<file path="src/rtl/dmem_arb_pkg.sv">
// Shared types and default sizing for the data-memory arbiter.
package dmem_arb_pkg;

    localparam int DEF_AW       = 32;
    localparam int DEF_DW       = 32;
    localparam int DEF_MAX_WAIT = 4;
    localparam int DEF_CW       = 4;

    typedef enum logic {
        IDLE = 1'b0,
        ACK  = 1'b1
    } arb_state_t;

endpackage

</file>
<file path="src/rtl/arb_wait_counter.sv">
// Saturating count of consecutive cycles the external master has been denied.
module arb_wait_counter
    import dmem_arb_pkg::*;
#(
    parameter int CW  = DEF_CW,
    parameter int MAX = DEF_MAX_WAIT
) (
    input  logic clk,
    input  logic reset,
    input  logic inc,
    input  logic clr,
    input  logic hold,
    output logic at_max
);

    localparam logic [CW-1:0] MAX_V = CW'(MAX);

    logic [CW-1:0] cnt;

    // hold wins over clr so the count is frozen while an ack is in flight
    always_ff @(posedge clk or negedge reset) begin
        if (!reset) begin
            cnt <= '0;
        end else if (!hold) begin
            if (clr) begin
                cnt <= '0;
            end else if (inc && (cnt != MAX_V)) begin
                cnt <= cnt + 1'b1;
            end
        end
    end

    assign at_max = (cnt == MAX_V);

endmodule

</file>
<file path="src/rtl/dmem_arbiter.sv">
// Shares single-port dmem between the processor (fixed priority) and an
// external req/ack master, with a starvation-forced ext grant.
//
//   state | meaning
//   IDLE  | processor owns dmem unless ext is granted this cycle
//   ACK   | ext transfer done, ext_ack high, processor owns dmem
module dmem_arbiter
    import dmem_arb_pkg::*;
#(
    parameter int AW       = DEF_AW,
    parameter int DW       = DEF_DW,
    parameter int MAX_WAIT = DEF_MAX_WAIT,
    parameter int CW       = DEF_CW
) (
    input  logic          clk,
    input  logic          reset,
    input  logic          cpu_re,
    input  logic          cpu_we,
    input  logic [AW-1:0] cpu_adr,
    input  logic [DW-1:0] cpu_wd,
    output logic [DW-1:0] cpu_rd,
    output logic          cpu_stall,
    input  logic          ext_req,
    input  logic          ext_we,
    input  logic [AW-1:0] ext_adr,
    input  logic [DW-1:0] ext_wd,
    output logic          ext_ack,
    output logic [DW-1:0] ext_rd,
    output logic          mem_we,
    output logic [AW-1:0] mem_a,
    output logic [DW-1:0] mem_wd,
    input  logic [DW-1:0] mem_rd
);

    arb_state_t state, state_nxt;
    logic       cpu_acc;
    logic       ext_gnt;
    logic       at_max;

    assign cpu_acc = cpu_re | cpu_we;

    always_ff @(posedge clk or negedge reset) begin
        if (!reset) begin
            state <= IDLE;
        end else begin
            state <= state_nxt;
        end
    end

    // gating with reset keeps dmem untouched while reset is asserted
    always_comb begin
        state_nxt = state;
        ext_gnt   = 1'b0;
        case (state)
            IDLE: begin
                ext_gnt = reset & ext_req & (~cpu_acc | at_max);
                if (ext_gnt) begin
                    state_nxt = ACK;
                end
            end
            ACK: begin
                state_nxt = IDLE;
            end
            default: begin
                state_nxt = IDLE;
            end
        endcase
    end

    assign cpu_stall = cpu_acc & ext_gnt;
    assign ext_ack   = (state == ACK);
    assign cpu_rd    = mem_rd;

    always_comb begin
        mem_a  = cpu_adr;
        mem_wd = cpu_wd;
        mem_we = reset & cpu_we & ~cpu_stall;
        if (ext_gnt) begin
            mem_a  = ext_adr;
            mem_wd = ext_wd;
            mem_we = ext_we;
        end
    end

    always_ff @(posedge clk or negedge reset) begin
        if (!reset) begin
            ext_rd <= '0;
        end else if (ext_gnt && !ext_we) begin
            ext_rd <= mem_rd;
        end
    end

    arb_wait_counter #(
        .CW  (CW),
        .MAX (MAX_WAIT)
    ) u_wait (
        .clk    (clk),
        .reset  (reset),
        .inc    (ext_req & ~ext_gnt),
        .clr    (ext_gnt | ~ext_req),
        .hold   (state == ACK),
        .at_max (at_max)
    );

endmodule

</file>
<file path="config.mk">
export PLATFORM = sky130hd
export DESIGN_NAME = dmem_arbiter
export DESIGN_NICKNAME = d
export VERILOG_FILES = /design/src/rtl/dmem_arb_pkg.sv /design/src/rtl/arb_wait_counter.sv /design/src/rtl/dmem_arbiter.sv
export SDC_FILE = /design/constraint.sdc
export NUM_CORES = 1
export LEC_CHECK = 0
export BUFFER_PORTS_ARGS = -buffer_cell sky130_fd_sc_hd__buf_4
export CAP_MARGIN = 0
export CORE_AREA = 2 2 116 118
export CTS_CLUSTER_DIAMETER = 150
export DETAILED_ROUTE_END_ITERATION = 8
export DIE_AREA = 0 0 118 120
export PLACE_DENSITY = 0.65
export SLEW_MARGIN = 20
export SYNTH_ARGS = -nofsm -noshare
export SYNTH_HDL_FRONTEND = slang
export SYNTH_HIERARCHICAL = 1
export SYNTH_SLANG_ARGS = --single-unit
</file>
<file path="constraint.sdc">
create_clock -name clk -period 2 [get_ports clk]
set_input_delay 0.4 -clock clk [delete_from_list [all_inputs] [get_ports clk]]
set_output_delay 0.4 -clock clk [all_outputs]
set_load 0.01 [all_outputs]
</file>
==> reports/summary.txt <==
MaxCap Viol Count = 0
# clock sinks = 37
slew margin rel. = 72.91%
Via density = 4.076
area grow syn2layout = 107.7%
layout cells sized above 1 = 87.90%
final instance area = 0.005388 mm^2
die area = 0.01416 mm^2
post-layout util = 41.51%
Worst VDD drop = 0.0002420 V
Setup Skew = 3.321 ps
port buffer count = 296
CP Data Required Time = 1600 ps
Yosys reg bits = 37
placed cell count = 658
Rows = 42
Worst-Skew Late Latency = 280 ps
Crit Path Category = reg2out
die span in x = 118 um
area post-placement = 0.004902 mm^2
cell area after synthesis = 0.002594 mm^2
fin nets = 663
Starting Density = 19.98%
DRC = 0
element type at the critical path end = primary output
WL met1 = 3378 um
pin count of the biggest net entering global routing = 33
Buf/Inv on CP = 5
count of cell types in the netlist = 30
post-route setup slack = -492.2 ps
fin crit share = 124.6%
average cell area after synthesis = 12.29 um^2
CP Max Fanout = 10
actual slew at the worst max-slew pin = 406.3 ps
Synthesized Nets = 379
cell mode on critical path = inv_2
Max stage delay on crit path = 370 ps
failing checks = negative setup slack
Yosys warning count = 6
fin cells = 672
Hold Buf Count CTS = 0
Comb power frac = 41.9%
RSZ-0062 raised after global routing = yes
HPWL after detailed placement = 9008 um
fin. max-slew vios = 0
Int Pwr = 2.216 mW
leak pwr = 2.894 nW
Max Freq = 401.3 MHz
Max Used Layer = met4
Num CTS Buffers = 5
first drt pass iteration count = 4
routed wire length = 10750 um
Core Area = 0.01298 mm^2
pwr dens = 567.9 mW/mm^2
Antenna Cells = 0
global route total overflow = 0
fin crit period = 2492 ps
CTS H-tree lvls = 2
Reg clk slew, reported paths = 50 ps
Final ANT Viol Nets = 0
Die Y = 120 um
worst hold-check path type = in2async
Fillers = 1256
Clk pwr share = 25.7%
Setup crit start kind = flop
gp weighted congestion = 0.8469
metal3 WL = 905 um
worst path cell trace = inv_2, ha_4, nand3b_4, inv_2, o21bai_4, nand4b_4, buf_12, buf_8, mux2_2, buf_4
via count = 2739
antenna violations before repair = 0
final hold vios = 0
routed len/inst = 16.00 um
Setup-failing EPs final = 69
CP top delay family = buffers and inverters
Seq pwr share = 32.4%
cell count after synthesis = 211
clock root buffer master = clkbuf_16
status = complete, but fails checks
Initial DRC Count = 76
Sw Pwr = 0.8434 mW
post-synthesis sequential area ratio = 35.70%
CTS max path bufs = 2
IO Count = 297
routed length on met2 = 6219 um
TritonCTS clock tree = built
GRT Util Overall = 13.92%
slowest CP cell = mux2_2
first-pass GRT wire length = 15350 um
number of global-route vias before repair = 2907
CP arrival = 2090 ps
switch share = 27.56%
hold_ws = 77.35 ps
-- metrics by stage --
stage	power [mW]	setup slack, ps	setup TNS, ps
final	3.060	-492.2	-29650
after global routing	3.229	-571.0	-36160
after CTS	3.057	-483.6	-27780
after detailed placement	2.231	-223.8	-10600
after global placement	2.208	-192.3	-8832
after floorplan	1.476	-43.68	-255.2
-- sequential cells by signal (all words and copies together) (netlist names) --
| register | flops |
|---|---|
| ext_ack | 1 |
| ext_rd | 32 |
| u_wait/cnt | 4 |
-- worst reg2reg max path: stages, from the launching register on --
cell      delay, ps
dfrtp_1         390
inv_2            80
ha_4            140
nand3b_4         80
inv_2            60
o21bai_4        130
nand4b_4        130
buf_12          170
buf_4           170
and2_1          200
buf_4           150
a41o_1          210
a21oi_2         130
-- routing by layer --
metal  up-vias  GRT usage, %
li1       1289             -
met1      1255         13.43
met2       181         27.83
met3        14         3.850
met4         0         5.120
met5         -             0
-- final cells by class --
class	instances	area (um^2)	share of cell area (%)
Sequential cell	37	925.9	17.19
Timing Repair Buffer	319	2580	47.89
Clock inverter	2	13.76	0.2555
Multi-Input combinational cell	126	1486	27.59
Tap cell	176	220.2	4.087
Clock buffer	6	138.9	2.578
Inverter	6	22.52	0.4180
-- cell usage after synthesis, drive strengths merged --
library cell / instances / area share, %
buf: 42 / 12
nand4b: 1 / 0.92
a21oi: 1 / 0.34
nor2: 3 / 0.43
mux2: 96 / 42
or3: 1 / 0.24
o21bai: 2 / 0.72
nor3b: 1 / 0.29
inv: 6 / 0.87
nand3b: 1 / 0.77
a41o: 1 / 0.39
ha: 2 / 0.96
and4bb: 1 / 0.48
a22oi: 1 / 0.29
nor2b: 1 / 0.24
a31oi: 1 / 0.24
mux2i: 1 / 0.39
nand3: 1 / 0.19
nand4: 2 / 0.72
o21ai: 3 / 0.58
o31ai: 1 / 0.48
nand2: 4 / 0.58
dfrtp: 37 / 36
and2: 1 / 0.24
-- placed cells by master (no fill, tap or decap), types with 2 or more instances in the layout --
cell type and n:
buf_12 3, buf_4 285, buf_6 28, clkbuf_16 7, dfrtp_1 37, inv_1 3
inv_2 3, mux2_1 2, mux2_2 64, mux2_4 30, nand2_1 3, nor2_1 2
o21ai_1 2
-- power groups by stage --
stage / Sequential [mW] / Combinational [mW] / Clock, mW
floorplan: 1.08 / 0.396 / 0
global placement: 1.00 / 1.20 / 0
detailed placement: 1.01 / 1.22 / 0
CTS: 0.996 / 1.24 / 0.824
global route: 1.01 / 1.37 / 0.853
finish: 0.992 / 1.28 / 0.787
-- cells by family (layout without fill, tap and decap cells) --
group	after synthesis	count (layout)	synth area share (%)
mux	97	97	42.64
compound gates	10	10	3.039
buf+inv	48	333	12.54
simple gates	17	17	5.113
fa+ha+maj	2	2	0.9646
flops	37	37	35.70
-- repair_timing --
| item | CTS | global route |
|---|---|---|
| buffers inserted | 2 | 1 |
| resized for setup | 8 | 56 |
| gates cloned | 0 | 3 |
| pin swaps | 1 | 3 |
| setup endpoints to repair | 70 | 70 |
-- final timing paths --
kind	from	endpoint	slack, ps	depth (start not counted)
max	u_wait/cnt[0]	mem_wd[27]	-490	10
min	reset	u_wait/cnt[2]	80	2
max reg2reg	u_wait/cnt[0]	u_wait/cnt[2]	-100	12
min reg2reg	ext_rd[31]	ext_rd[31]	490	1
max in group asynchronous	reset	ext_rd[10]	1320	3
min in group clk	mem_rd[31]	ext_rd[31]	350	2
Power figures use the tool's default switching activity.
